File: src/rtl/draw_scheduler.sv
// Frame-level draw sequencer: launches each masked client in order, waits for its
// done pulse (bounded by a timeout) and forwards its pixel stream to the VGA port.
module draw_scheduler #(
    parameter int NUM_CLIENTS    = 4,
    parameter int TIMEOUT_CYCLES = 4096
) (
    input  logic                      clk,
    input  logic                      resetn,
    input  logic                      frame_start,
    input  logic [NUM_CLIENTS-1:0]    client_mask,
    output logic [NUM_CLIENTS-1:0]    enable_draw,
    input  logic [NUM_CLIENTS-1:0]    draw_done,
    input  logic [9*NUM_CLIENTS-1:0]  client_x,
    input  logic [8*NUM_CLIENTS-1:0]  client_y,
    input  logic [12*NUM_CLIENTS-1:0] client_color,
    input  logic [NUM_CLIENTS-1:0]    client_we,
    output logic [8:0]                vga_x,
    output logic [7:0]                vga_y,
    output logic [11:0]               vga_color,
    output logic                      vga_plot,
    output logic                      busy,
    output logic                      frame_done,
    output logic                      timeout_err,
    output logic [7:0]                pass_count
);

    localparam int IW = $clog2(NUM_CLIENTS + 1);
    localparam int CW = (TIMEOUT_CYCLES > 1) ? $clog2(TIMEOUT_CYCLES) : 1;
    localparam logic [IW-1:0] LAST_IDX = IW'(NUM_CLIENTS);
    localparam logic [CW-1:0] TO_LAST  = CW'(TIMEOUT_CYCLES - 1);

    typedef enum logic [2:0] {
        S_IDLE,
        S_SELECT,
        S_LAUNCH,
        S_WAIT,
        S_NEXT,
        S_FINISH
    } state_t;

    state_t                  state, state_n;
    logic [IW-1:0]           idx;
    logic [NUM_CLIENTS-1:0]  mask_q;
    logic [CW-1:0]           cnt;

    logic                    sel_mask, sel_done, sel_we;
    logic [8:0]              sel_x;
    logic [7:0]              sel_y;
    logic [11:0]             sel_color;

    // Client mux keyed on idx; idx==NUM_CLIENTS selects nothing.
    always_comb begin
        sel_mask  = 1'b0;
        sel_done  = 1'b0;
        sel_we    = 1'b0;
        sel_x     = '0;
        sel_y     = '0;
        sel_color = '0;
        for (int unsigned i = 0; i < NUM_CLIENTS; i++) begin
            if (idx == IW'(i)) begin
                sel_mask  = mask_q[i];
                sel_done  = draw_done[i];
                sel_we    = client_we[i];
                sel_x     = client_x[i*9 +: 9];
                sel_y     = client_y[i*8 +: 8];
                sel_color = client_color[i*12 +: 12];
            end
        end
    end

    always_comb begin
        state_n     = state;
        busy        = (state != S_IDLE);
        frame_done  = (state == S_FINISH);
        enable_draw = '0;
        for (int unsigned i = 0; i < NUM_CLIENTS; i++) begin
            enable_draw[i] = (state == S_LAUNCH) && (idx == IW'(i));
        end
        case (state)
            S_IDLE:   if (frame_start) state_n = S_SELECT;
            S_SELECT: begin
                if (idx == LAST_IDX)  state_n = S_FINISH;
                else if (sel_mask)    state_n = S_LAUNCH;
            end
            S_LAUNCH: state_n = S_WAIT;
            S_WAIT:   if (sel_done || (cnt == TO_LAST)) state_n = S_NEXT;
            S_NEXT:   state_n = S_SELECT;
            S_FINISH: state_n = S_IDLE;
            default:  state_n = S_IDLE;
        endcase
    end

    always_ff @(posedge clk or negedge resetn) begin
        if (!resetn) state <= S_IDLE;
        else         state <= state_n;
    end

    always_ff @(posedge clk or negedge resetn) begin
        if (!resetn) begin
            idx         <= '0;
            mask_q      <= '0;
            cnt         <= '0;
            timeout_err <= 1'b0;
            pass_count  <= '0;
        end else begin
            case (state)
                S_IDLE: begin
                    if (frame_start) begin
                        mask_q      <= client_mask;
                        idx         <= '0;
                        timeout_err <= 1'b0;
                    end
                end
                S_SELECT: if ((idx != LAST_IDX) && !sel_mask) idx <= idx + IW'(1);
                S_LAUNCH: cnt <= '0;
                S_WAIT: begin
                    cnt <= cnt + CW'(1);
                    // A done pulse on the final counted cycle beats the timeout.
                    if (!sel_done && (cnt == TO_LAST)) timeout_err <= 1'b1;
                end
                S_NEXT:   idx <= idx + IW'(1);
                S_FINISH: pass_count <= pass_count + 8'd1;
                default: ;
            endcase
        end
    end

    always_ff @(posedge clk or negedge resetn) begin
        if (!resetn) begin
            vga_x     <= '0;
            vga_y     <= '0;
            vga_color <= '0;
            vga_plot  <= 1'b0;
        end else if ((state == S_LAUNCH) || (state == S_WAIT)) begin
            vga_x     <= sel_x;
            vga_y     <= sel_y;
            vga_color <= sel_color;
            vga_plot  <= sel_we;
        end else begin
            vga_plot  <= 1'b0;
        end
    end

endmodule

File: config.mk
export PLATFORM = sky130hd
export DESIGN_NAME = draw_scheduler
export DESIGN_NICKNAME = d
export VERILOG_FILES = /design/src/rtl/draw_scheduler.sv
export SDC_FILE = /design/constraint.sdc
export NUM_CORES = 1
export LEC_CHECK = 0
export ABC_AREA = 1
export BUFFER_PORTS_ARGS = -buffer_cell sky130_fd_sc_hd__buf_2
export CAP_MARGIN = 20
export CORE_MARGIN = 1.5
export CORE_UTILIZATION = 50
export DETAILED_ROUTE_END_ITERATION = 16
export PLACE_DENSITY = 0.86
export SYNTH_ARGS = -nofsm -noshare
export SYNTH_HDL_FRONTEND = slang
export SYNTH_SLANG_ARGS = --single-unit
File: constraint.sdc
create_clock -name clk -period 2.7 [get_ports clk]
set_input_delay 0.27 -clock clk [delete_from_list [all_inputs] [get_ports clk]]
set_output_delay 0.27 -clock clk [all_outputs]
set_load 0.005 [all_outputs]
==> flow_summary_export.csv <==
group,metric,value,unit
finish,fin_nets,800,
setup_path,crit_slowest_cell,"dfrtp_1",
setup_path,crit_type,"reg -> out",
pwr,vdd.ir_drop.worst,0.000572,V
cts,post_cts_buffers,0,
logic_synthesis,synth_ff_type,"dfrtp_1",
cts,clk_path_buf_depth,2,
die,die_w,88.2,microns
finish,mostFrequentLayoutCell,"buf_2",
finish,fill_cells,567,
global_routing,grt-ovfl-total,0,
finish,drive_gt1_frac,0.327,
sta,maxSlewViolCount,0,
logic_synthesis,ys_ff_latch,61,
setup_path,start_kind,"flip-flop",
placed_design,routabilityCongestion,1.02,
cts,cts_buffers,9,
sta,rsz0062_at_grt,"false",
sta,setup_violations,0,
logic_synthesis,syn_nets,628,
drt,drc,0,
setup_path,startpoint,"idx[0]",
status,status,"finished, final reports clean",
setup_path,cp_max_fo,13,
drt,finalWirelength,11300,microns
drt,avgViaCountPerCell,5.36,
cts,clk_latency,350,ps
logic_synthesis,synthArstFlopShare,1.00,
setup_path,end_kind,"output port",
die,dieArea,7780,sq um
finish,antenna_cells,0,
finish,multi_input_comb_area,1870,sq um
drt,vias,4091,
cts,clkSinkCount,61,
drt,ant_nets,0,
sta,slew_headroom,0.527,
sta,finalHoldViolCount,0,
hold_path,hold_path_startpoint,"client_mask[2]",
setup_path,path_cells,"ha_1, ha_1, clkinv_1, nor2_1, buf_2",
drt,wire_per_inst,14.8,microns
global_routing,grt_usage,0.289,
setup_path,cpPeakStageDelay,420,ps
drt,drt_iter0_markers,211,
cts,cts_tree,"built",
global_routing,antenna_found_initial,0,
finish,area_growth,33.0,%
logic_synthesis,synth.avg_cell_area,7.41,sq um
cts,ctsResizeCount,0,
pwr,p_leak,2.49,nW
finish,finish.utilization,0.699,
finish,layout_common_cells,"175 x buf_2, 118 x nand2_1, 64 x a21oi_1",
die,core_area,6910,sq um
logic_synthesis,synth_enable_flop_cells,0,
die,die_h,88.2,microns
cts,clk_pin_slew,70,ps
logic_synthesis,synth-seq-area-share,0.421,
die,row_count,30,
sta,period_minus_slack,2100,ps
setup_path,cp_data_required_time,2430,ps
global_routing,grt_pass1_vias,3731,
logic_synthesis,syn_area,3630,sq um
setup_path,arrival,1830,ps
cts,cts_root_buf,"clkbuf_8",
sta,skew,10.9,ps
hold_path,holdCritPathClass,"in -> reg",
sta,max_slew.worst_pin.slew,709,ps
pwr,power.density,1090,nW/um^2
logic_synthesis,synth_cell_types,33,
placed_design,post-dp-hpwl,8110,microns
sta,max_freq,477,MHz
die,start_util,0.525,
global_routing,grt_max_degree,37,
placed_design,portBuffers,175,
sta,setup_tns,0,ps
logic_synthesis,syn_inst,490,
cts,h-tree-depth,3,
drt,firstDrtPassIters,4,
finish,final-seq-area,1530,sq um
die,ios,176,
setup_path,crit_top_cell,"ha_1",
global_routing,grt_pass1_wl,17200,microns
logic_synthesis,yosysWarnings,0,
setup_path,r2r_start,"state[2]",
run,maxCapViolCount,0,
sta,post-route-period-util,0.777,
## per-layer routing
layer,track usage,part of all wire,up-vias
met3,0.0688,0.088,33
met4,0.152,0.034,0
met5,0,0,-
li1,-,-,1995
met2,0.468,0.47,208
met1,0.359,0.40,1855
## worst max-delay path: cells and delay by family, from the launching register on
| family | cells | cell delay (ps) |
|---|---|---|
| buf+inv | 2 | 480 |
| flops | 1 | 420 |
| fa+ha+maj | 2 | 340 |
| simple gates | 1 | 240 |
## synth_stat cells, drive strengths merged, types with 2 or more instances
cell    count  area [sq um]
nand2     121           462
a21oi      65           329
nor2       62           250
dfrtp      61          1530
nand3      49           258
o211ai     31           233
inv        30           113
buf        14          76.3
o21ai      12          60.1
clkbuf     10          37.5
nor3        8          45.0
ha          7          87.6
nand4       4          25.0
xnor2       4          35.0
clkinv      2          7.51
o21a        2          15.0
xor2        2          17.5
## cell type report
cell class | instances | share of cell area
multi-input cells | 373 | 0.388
flip-flops and latches | 61 | 0.316
repair buffers | 185 | 0.203
clock buffers | 11 | 0.0314
inverters | 32 | 0.0249
well taps | 96 | 0.0249
clock inverters | 5 | 0.0122
## what timing repair did
action                                 in CTS  in global routing
endpoints found under the hold margin      29                  0
hold buffers                                1                  0
setup endpoints to repair                   0                  0
## state kept, by name, summed over array words and instances, names as in the netlist, 3 cells and up
name and count:
vga_color 12, state 3, idx 3, cnt 12, pass_count 8, mask_q 4, vga_x 9, vga_y 8
## per-stage QoR
stage               power (W)  std cells  hold WS (ps)  worst slack (ps)  area (sq um)
CTS                   0.00526        763           114               600          4830
floorplan             0.00347        490         -25.6              1140          3630
finish                0.00526        763           120               603          4830
detailed placement    0.00438        746           359               769          4610
global placement      0.00429        746           350               825          4610
global route          0.00568        763           135               524          4830
## where the power goes
group / switching (W) / total (W) / leakage, nW / internal (W)
clock network: 0.000386 / 0.000862 / 0.102 / 0.000476
registers: 0.000253 / 0.00151 / 0.758 / 0.00126
logic: 0.00176 / 0.00288 / 1.63 / 0.00113
## logic make-up after synthesis
group | synth area share
buffers and inverters | 0.0645
and+or+nand+nor | 0.292
DFF | 0.421
adders and majority gates | 0.0241
AOI/OAI and AO/OA | 0.184
xor gates and xnor gates | 0.0145
## final timing paths
path / endpoint / slack [ps] / depth (start not counted)
max: enable_draw[3] / 600 / 5
min in group asynchronous: vga_y[2] / 520 / 2
min reg2reg: pass_count[7] / 470 / 1
max reg2reg: state[1] / 760 / 6
min: mask_q[2] / 120 / 3
max in group asynchronous: cnt[8] / 1560 / 3
Note: power is estimated with default switching activity, not from simulation.
